===== src/rtl/sprite_pkg.sv =====
// sprite_pkg: shared widths, colour constants and register map for the sprite pipeline.
package sprite_pkg;
  localparam int SPRITE_ADDR_W = 12;
  localparam int SPRITE_COLOR_W = 4;
  localparam logic [SPRITE_COLOR_W-1:0] TRANSPARENT_COLOR = 4'd0;
  localparam logic [11:0] REG_SPRITE_X = 12'h000;
  localparam logic [11:0] REG_SPRITE_Y = 12'h001;
  localparam logic [11:0] REG_SPRITE_SHAPE = 12'h002;
  localparam logic [11:0] REG_COLLISION_BASE = 12'h100;

  function automatic int idx_w(int n);
    return n > 1 ? $clog2(n) : 1;
  endfunction
endpackage


===== src/rtl/sprite_priority_encoder.sv =====
// sprite_priority_encoder: lowest-index-wins select plus any/multiple-active flags.
import sprite_pkg::*;

module sprite_priority_encoder #(
  parameter int NUM_SPRITES = 8
) (
  input  logic [NUM_SPRITES-1:0]             active,
  output logic [idx_w(NUM_SPRITES)-1:0]      winner,
  output logic                               any_active,
  output logic                               multi_active
);
  localparam int IDX_W = idx_w(NUM_SPRITES);

  always_comb begin
    winner = '0;
    for (int i = NUM_SPRITES - 1; i >= 0; i--)
      if (active[i]) winner = IDX_W'(i);
  end

  assign any_active = |active;
  // clearing the lowest set bit leaves something only if two or more were set
  assign multi_active = |(active & (active - NUM_SPRITES'(1)));
endmodule


===== src/rtl/sprite_arbiter.sv =====
// sprite_arbiter: shares one shape-memory port among sprites, returns the winner's pixel
// two cycles later and keeps sticky collision flags readable over the register bus.
import sprite_pkg::*;

module sprite_arbiter #(
  parameter int          NUM_SPRITES = 8,
  parameter logic [11:0] BASE_INDEX  = REG_COLLISION_BASE
) (
  input  logic                                 clk,
  input  logic                                 reset_n,
  input  logic [NUM_SPRITES-1:0]               sprite_active_i,
  input  logic [NUM_SPRITES*SPRITE_ADDR_W-1:0] sprite_address_i,
  output logic [SPRITE_ADDR_W-1:0]             mem_address_o,
  input  logic [SPRITE_COLOR_W-1:0]            mem_data_i,
  output logic                                 pixel_valid_o,
  output logic [SPRITE_COLOR_W-1:0]            pixel_color_o,
  input  logic                                 register_write_i,
  input  logic                                 register_read_i,
  input  logic [11:0]                          register_index_i,
  input  logic [15:0]                          register_write_value_i,
  output logic [15:0]                          register_read_value_o
);
  localparam int IDX_W = idx_w(NUM_SPRITES);

  logic [SPRITE_ADDR_W-1:0] addr [NUM_SPRITES];
  logic [IDX_W-1:0]         winner;
  logic                     any_active, multi_active, s1_valid, hit, opaque;
  logic [NUM_SPRITES-1:0]   collision, set_mask, clr_mask;

  for (genvar g = 0; g < NUM_SPRITES; g++)
    assign addr[g] = sprite_address_i[g*SPRITE_ADDR_W +: SPRITE_ADDR_W];

  sprite_priority_encoder #(.NUM_SPRITES(NUM_SPRITES)) u_enc (
    .active       (sprite_active_i),
    .winner       (winner),
    .any_active   (any_active),
    .multi_active (multi_active)
  );

  assign hit = register_index_i == BASE_INDEX;
  assign opaque = s1_valid && mem_data_i != TRANSPARENT_COLOR;
  assign set_mask = multi_active ? sprite_active_i : '0;
  // read-to-clear and write-1-to-clear combine; new overlaps are ORed in afterwards so set wins
  assign clr_mask = {NUM_SPRITES{register_read_i && hit}}
                  | (register_write_i && hit ? register_write_value_i[NUM_SPRITES-1:0] : '0);

  always_ff @(posedge clk or negedge reset_n) begin
    if (!reset_n) begin
      mem_address_o <= '0;
      s1_valid <= 1'b0;
      pixel_valid_o <= 1'b0;
      pixel_color_o <= '0;
      collision <= '0;
      register_read_value_o <= '0;
    end else begin
      mem_address_o <= any_active ? addr[winner] : '0;
      s1_valid <= any_active;
      pixel_valid_o <= opaque;
      pixel_color_o <= opaque ? mem_data_i : TRANSPARENT_COLOR;
      collision <= (collision & ~clr_mask) | set_mask;
      if (register_read_i) register_read_value_o <= hit ? 16'(collision) : 16'h0000;
    end
  end
endmodule

===== config.mk =====
export PLATFORM = sky130hd
export DESIGN_NAME = sprite_arbiter
export DESIGN_NICKNAME = d
export VERILOG_FILES = /design/src/rtl/sprite_pkg.sv /design/src/rtl/sprite_priority_encoder.sv /design/src/rtl/sprite_arbiter.sv
export SDC_FILE = /design/constraint.sdc
export NUM_CORES = 1
export LEC_CHECK = 0
export CAP_MARGIN = 20
export CORE_AREA = 3 3 87 89
export DETAILED_ROUTE_END_ITERATION = 16
export DIE_AREA = 0 0 90 92
export GPL_ROUTABILITY_DRIVEN = 0
export MAX_ROUTING_LAYER = met4
export PLACE_DENSITY_LB_ADDON = 0.12
export SYNTH_ARGS = -nofsm -noshare
export SYNTH_HDL_FRONTEND = slang
export SYNTH_SLANG_ARGS = --single-unit

===== constraint.sdc =====
create_clock -name clk -period 0.83 [get_ports clk]
set_input_delay 0.166 -clock clk [delete_from_list [all_inputs] [get_ports clk]]
set_output_delay 0.166 -clock clk [all_outputs]
set_load 0.02 [all_outputs]

# Word-level counts from Yosys, hierarchy flattened
# Index checks and enable logic that the tools add are counted.
[word_totals]
inputBits = 140
ramBits = 0
mem_count = 0
output_inout_bits = 33
latchBits = 0
register_bits = 42
elab_cells = 37
rom_bits = 0
[op_classes]
bitwise_logic = 6
mul = 0
n_lt_le_gt_ge = 1
n_shift = 0
n_div = 0
mux = 16
n_addsub = 1
eq_ne = 1
n_reduce_logical = 6
[ops]
columns = ["operator", "count"]
rows = [
  ["$bmux 12 s3", 1],
  ["$mux 12", 3],
  ["$mux 3", 8],
  ["$mux 8", 3],
  ["$and 8x8->8", 2],
  ["$or 8x8->8", 2],
  ["$reduce_or 8->1", 2],
  ["$eq 12x9->1 const B", 1],
  ["$not 8->8", 1],
  ["$sub 8x1->8 const B", 1],
  ["$ge 4x4->1 const B", 1],
  ["$mux 4", 1],
  ["$not 3->4", 1],
  ["$reduce_bool 4->1", 1],
  ["$logic_and 1x1->1", 3],
]

# Longest topological paths before layout
[logic_depth]
depth_word = 13
mapped_depth = 7
mapped_depth_nobuf = 5

# Cells and area by module
# A second synthesis with hierarchy kept.
[unflattened]
hier_cells = 183
area_unflattened_um2 = 2270.9
[by_module_without_submodules]
columns = ["module", "area_each_um2", "seq_area_each_um2", "cells_per_inst", "instances"]
rows = [
  ["sprite_arbiter", 2123.3, 850.8, 161, 1],
  ["sprite_priority_encoder", 147.6, 0.0, 22, 1],
]

# Worst setup path before layout
# Ideal clock, no wire load.
[synth_path]
path_type = "in2reg"
startpoint = "in register_index_i[3]"
endpoint = "reg collision[0]"
t_required_ns = 0.709
n_path_buf = 0
setup_slack_ns = -0.571
stages = 5
arrival_time_ns = 1.280
setup_time_ns = 0.121
cell_sequence = "nor4b_1 > nand3_1 > nor2_1 > nand2_1 > a32o_1"
[synth_between]
elab_chain_cells = 7
elab_cells_between_ends = 8
cone_classes = "1 x eq/ne; 1 x mux; 4 x bitwise; 2 x reduce/logical"
[synth_lines]
columns = ["element", "line", "rtl"]
rows = [
  ["from (decl)", "sprite_arbiter.sv:19", "input logic [11:0] register_index_i,"],
  ["$eq 12x9->1 *", "sprite_arbiter.sv:40", "assign hit = register_index_i == BASE_INDEX;"],
  ["$logic_and 1x1->1", "sprite_arbiter.sv:45", "| (register_write_i && hit ? register_write_value_i[NUM_SPRITES-1:0] : '0);"],
  ["$mux 8", "sprite_arbiter.sv:45", ""],
  ["$or 8x8->8 *", "sprite_arbiter.sv:45", ""],
  ["$not 8->8 *", "sprite_arbiter.sv:60", "collision <= (collision & ~clr_mask) | set_mask;"],
  ["$and 8x8->8 *", "sprite_arbiter.sv:60", ""],
  ["$or 8x8->8 *", "sprite_arbiter.sv:60", ""],
  ["to (signal assigned)", "sprite_arbiter.sv:60", ""],
  ["to (decl)", "sprite_arbiter.sv:28", "logic [NUM_SPRITES-1:0] collision, set_mask, clr_mask;"],
]
# Every way passes the cells marked *; elsewhere a longest branch is shown, timed or not.
# A chain may end at the register's enable or synchronous reset.

# Final worst setup path
[layout_path]
startpoint = "in sprite_active_i[4]"
endpoint = "reg mem_address_o[3]"
[layout_between]
elab_chain_cells = 10
elab_cells_between_ends = 11
cone_classes = "9 x mux; 1 x bitwise; 1 x reduce/logical"
[layout_lines]
columns = ["element", "line", "rtl"]
rows = [
  ["from (decl)", "sprite_arbiter.sv:11", "input logic [NUM_SPRITES-1:0] sprite_active_i,"],
  ["$mux 3 (5 in series)", "sprite_priority_encoder.sv:17", "if (active[i]) winner = IDX_W'(i);"],
  ["$not 3->4 (implied by the code)", "sprite_arbiter.sv:56", "mem_address_o <= any_active ? addr[winner] : '0;"],
  ["$bmux 12 s3", "sprite_arbiter.sv:56", ""],
  ["$mux 12 (implied by the code) (2 in series)", "sprite_arbiter.sv:56", ""],
  ["$mux 12 *", "sprite_arbiter.sv:56", ""],
  ["to (signal assigned)", "sprite_arbiter.sv:56", ""],
  ["to (decl)", "sprite_arbiter.sv:13", "output logic [SPRITE_ADDR_W-1:0] mem_address_o,"],
]
# Every way passes the cells marked *; elsewhere a longest branch is shown, timed or not. The select of a mux whose other input is x is not followed.

==> qor_table.md <==
| Group | Quantity | This run |
|:---|:---|:---|
| power and ir drop | Internal cell power | 0.00375 W |
| final layout | Fraction of final layout cells sized beyond drive strength 1 | 0.306 |
| cts | Worst skew pair latency | 0.29 ns |
| synthesis | Area share of and/or/nand/nor cells after synthesis | 0.177 |
| final layout | Top library cells by usage in the layout, fill and taps aside | sky130_fd_sc_hd__clkdlybuf4s50_1, sky130_fd_sc_hd__buf_6, sky130_fd_sc_hd__nand3_1 |
| power and ir drop | Static leakage | 1.98 nW |
| min path | Count of cells along the worst hold path | 2 |
| final layout | Number of antenna diodes | 0 |
| drt | Antenna violation net count after detailed routing | 0 |
| power and ir drop | VDD IR-drop max | 0.754 mV |
| min path | Worst hold path type | input port to flip-flop |
| synthesis | Most area-consuming cells after synthesis | sky130_fd_sc_hd__dfrtp_1, sky130_fd_sc_hd__a21o_1, sky130_fd_sc_hd__nand3_1 |
| cts | Bufs on Longest Clock Path | 2 |
| synthesis | Proportion of synthesized chip area in sequential cells | 0.362 |
| synthesis | Area share of the largest cell type after synthesis | 0.362 |
| die | DIE AREA | 8280 µm² |
| cts | Deepest level of the CTS H-tree | 2 |
| synthesis | Seq cells post-synth | 34 |
| die | Die outline width | 90 µm |
| die | Core ar. | 6830 µm² |
| worst setup path | Worst path max stage delay | 0.27 ns |
| cts | CTS buffer count | 5 |
| power and ir drop | Clock network power share | 0.303 |
| grt | Initial antenna violation count | 0 |
| cts | CTS clock-pin slew for the worst setup and hold paths | 0.08 ns |
| synthesis | Largest family of logic cells by synthesized area | compound AO/OA/AOI/OAI gates |
| status | Violated checks | setup timing |
| grt | Via count of the first global-routing pass | 3201 |
| sta | Setup repair after global routing missed its margin | true |
| synthesis | Count of mapped cells out of synthesis | 269 |
| worst setup path | Classification of the worst setup path | input port to flip-flop |
| worst setup path | Largest fanout of any net on the critical path | 18 |
| die | Site Rows | 30 |
| sta | Upper clock frequency limit | 764 MHz |
| synthesis | XOR/XNOR Fraction of Synth Area | 0 |
| synthesis | Cell taking the most area after synthesis | sky130_fd_sc_hd__dfrtp_1 |
| sta | Final Slew Violations | 0 |
| drt | Via total after detailed routing | 3039 |
| drt | DRC Markers | 0 |
| power and ir drop | Relative contribution of sequential cells to total power | 0.337 |
| worst setup path | CP Launch Type | input port |
| sta | Final worst setup slack | -0.478 ns |
| power and ir drop | Switching fraction of total power | 0.291 |
| die | Number of I/O pins | 173 |
| die | Die Y | 92 µm |
| drt | Total Wirelength | 10.5 mm |
| worst setup path | Data arrival, critical path | 1.47 ns |
| power and ir drop | Part of the total power dissipated in combinational logic | 0.360 |
| cts | Clock Tree Root | sky130_fd_sc_hd__clkbuf_8 |
| power and ir drop | Total power divided by cell area | 1100 nW/µm² |
| grt | Grt total ovfl | 0 |
| synthesis | Post-synthesis mux area share | 0.0510 |
| final layout | Nets@finish | 606 |
| sta | Number of hold violations in the final report | 0 |
| worst setup path | CP cell instances | buf_2, or2_4, buf_4, o21a_4, o21ai_0, a21o_1, o2111ai_2 |
| cts | Clock tree from TritonCTS | built |
| final layout | Layout filler cell count | 531 |
| synthesis | Post-synthesis share of cell area spent on full adders, half adders and majority gates | 0.00425 |
| worst setup path | Required time of the critical path | 1.00 ns |
| placement | Total instance count after detailed placement | 538 |
| synthesis | Cell variety after synth | 41 |
| power and ir drop | Final Power | 0.00528 W |
| drt | WL/cell | 18.6 µm |
| grt | GR Util All Layers | 0.256 |
| sta | Final critical path time including I/O delays and setup | 1.31 ns |
| worst setup path | R2r worst-path depth | 3 |
| synthesis | Post-synthesis compound-gate area fraction | 0.333 |
| final layout | Area growth syn-to-layout | 104% |
| synthesis | Warnings from Yosys | 0 |
| cts | Number of sinks on the clock net | 34 |
| sta | Period utilisation layout | 1.58 |
| worst setup path | Critical path capture point type | flip-flop |
| drt | First-pass iteration count of the detailed router | 4 |
| status | Outcome | finished, violations left |
| placement | Hpwl dp | 6.88 mm |
| die | Starting density of the core | 0.345 |
| placement | Number of buffers added on ports | 156 |
| drt | DRC violation total after the first TritonRoute iteration | 161 |
| final layout | Leading cell type in the layout, fill and taps excluded | sky130_fd_sc_hd__clkdlybuf4s50_1 |
| worst setup path | Worst reg-to-reg setup slack | -0.12 ns |
| sta | Clock skew after layout | 0.00808 ns |
| grt | Pin count of the biggest net entering global routing | 35 |
| final layout | Count of placed standard cells in the final layout, fillers left out | 563 |
| power and ir drop | Psw | 0.00153 W |
| synthesis | Post-synthesis instance area | 2350 µm² |
| drt | Routed vias/inst | 5.40 |
| worst setup path | Standard cell with the maximum stage delay on the critical path | sky130_fd_sc_hd__o21a_4 |
| grt | Wire length of the first global-routing pass | 16.6 mm |
| flow run | Number of maximum-capacitance violations | 0 |
| synthesis | Mean instance size in the synthesized netlist | 8.75 µm² |
| sta | Worst hold slack after final layout | 0.161 ns |
| sta | Total of endpoints with negative setup slack in the final report | 54 |
==> registers in the layout (all words and copies together) (netlist names) <==
register,count
mem_address_o,12
pixel_color_o,4
s1_valid,1
register_read_value_o,8
collision,8
pixel_valid_o,1
==> cells by family (layout without fill, tap and decap cells) <==
group | Yosys count | after routing
compound gates | 110 | 111
simple gates | 79 | 79
flops | 34 | 34
buf+inv | 32 | 222
mux | 12 | 12
fa+ha+maj | 1 | 1
other cells | 1 | 8
==> per-stage QoR <==
step	setup WS [ns]	TNS, ns	util	cell area [µm²]
2_1_floorplan	-0.566	-11.66	-	2460
3_3_place_gp	-1.07	-34.75	0.627	4280
3_5_place_dp	-1.10	-35.42	0.627	4280
4_1_cts	-0.486	-13.43	0.695	4740
5_1_grt	-0.510	-15.69	0.702	4800
6_report	-0.478	-13.36	0.702	4800
==> per-layer routing <==
layer / share of wire / vias up / track usage
met5: 0 / - / -
met1: 0.41 / 1452 / 0.310
met2: 0.50 / 165 / 0.434
met3: 0.075 / 19 / 0.0517
li1: - / 1403 / -
met4: 0.019 / 0 / 0.0740
==> power groups by stage <==
| stage | clock [W] | sequential [W] | combinational (W) |
|---|---|---|---|
| CTS | 0.00161 | 0.00178 | 0.00185 |
| global route | 0.00167 | 0.00179 | 0.00202 |
| global placement | 0 | 0.00180 | 0.00165 |
| finish | 0.00160 | 0.00178 | 0.00190 |
| floorplan | 0 | 0.00190 | 0.000533 |
| detailed placement | 0 | 0.00179 | 0.00167 |
==> cells in the mapped netlist <==
cell type                   number
sky130_fd_sc_hd__conb_1          1
sky130_fd_sc_hd__o41a_1          1
sky130_fd_sc_hd__clkbuf_1       12
sky130_fd_sc_hd__clkinv_1        1
sky130_fd_sc_hd__a32o_1          8
sky130_fd_sc_hd__nor2b_1         1
sky130_fd_sc_hd__nand2_2         1
sky130_fd_sc_hd__mux2i_1        12
sky130_fd_sc_hd__nor2_2          1
sky130_fd_sc_hd__nand3b_1        1
sky130_fd_sc_hd__nor4b_1         1
sky130_fd_sc_hd__o21a_2          1
sky130_fd_sc_hd__nand3_1        40
sky130_fd_sc_hd__buf_6           1
sky130_fd_sc_hd__a211oi_1        1
sky130_fd_sc_hd__or3_1           2
sky130_fd_sc_hd__buf_4           9
sky130_fd_sc_hd__or2_0           1
sky130_fd_sc_hd__or3_4           1
sky130_fd_sc_hd__maj3_1          1
sky130_fd_sc_hd__nor4_1          2
sky130_fd_sc_hd__o21ai_0        37
sky130_fd_sc_hd__a21oi_1         3
sky130_fd_sc_hd__buf_2           6
sky130_fd_sc_hd__nand2_1        10
sky130_fd_sc_hd__or2_1           1
sky130_fd_sc_hd__a22o_1          8
sky130_fd_sc_hd__nor2_1          6
sky130_fd_sc_hd__nand4_1         2
sky130_fd_sc_hd__o211ai_1        1
sky130_fd_sc_hd__and2_1          4
sky130_fd_sc_hd__nor3_1          1
sky130_fd_sc_hd__a21o_1         37
sky130_fd_sc_hd__or2_4           1
sky130_fd_sc_hd__inv_1           3
sky130_fd_sc_hd__or4_1           1
sky130_fd_sc_hd__o21ai_4         1
sky130_fd_sc_hd__dfrtp_1        34
sky130_fd_sc_hd__nand2b_1        1
sky130_fd_sc_hd__o2111ai_1      12
sky130_fd_sc_hd__or2_2           1
==> critical path: cells and delay by family <==
family / cells / cell delay, ns
buffers and inverters: 2 / 0.27
and+or+nand+nor: 1 / 0.25
AOI/OAI and AO/OA: 4 / 0.79
==> final cells by class <==
type,instances,area [µm²],area share
well taps,96,120,0.0250
clock inverters,3,45.0,0.00939
multi-input cells,211,1590,0.330
inverters,4,16.3,0.00339
clock buffers,5,68.8,0.0143
repair buffers,210,2110,0.440
flip-flops and latches,34,851,0.177
==> path summary, 6_finish.rpt <==
check	startpoint	end
worst max-delay path	sprite_active_i[4]	mem_address_o[3]
worst min-delay path	sprite_active_i[7]	collision[7]
worst max register to register	register_read_value_o[3]	register_read_value_o[3]
worst min register to register	collision[5]	register_read_value_o[5]
max in group asynchronous	reset_n	mem_address_o[10]
min in group asynchronous	reset_n	pixel_color_o[1]
==> timing repair <==
action	4_1_cts	5_1_grt
hold buffers	1	0
pin swaps	47	13
setup endpoints to repair	55	54
resized for setup	276	18
buffers inserted	12	2
gates cloned	4	0
hold endpoints to repair	34	0
Power figures use the tool's default switching activity.
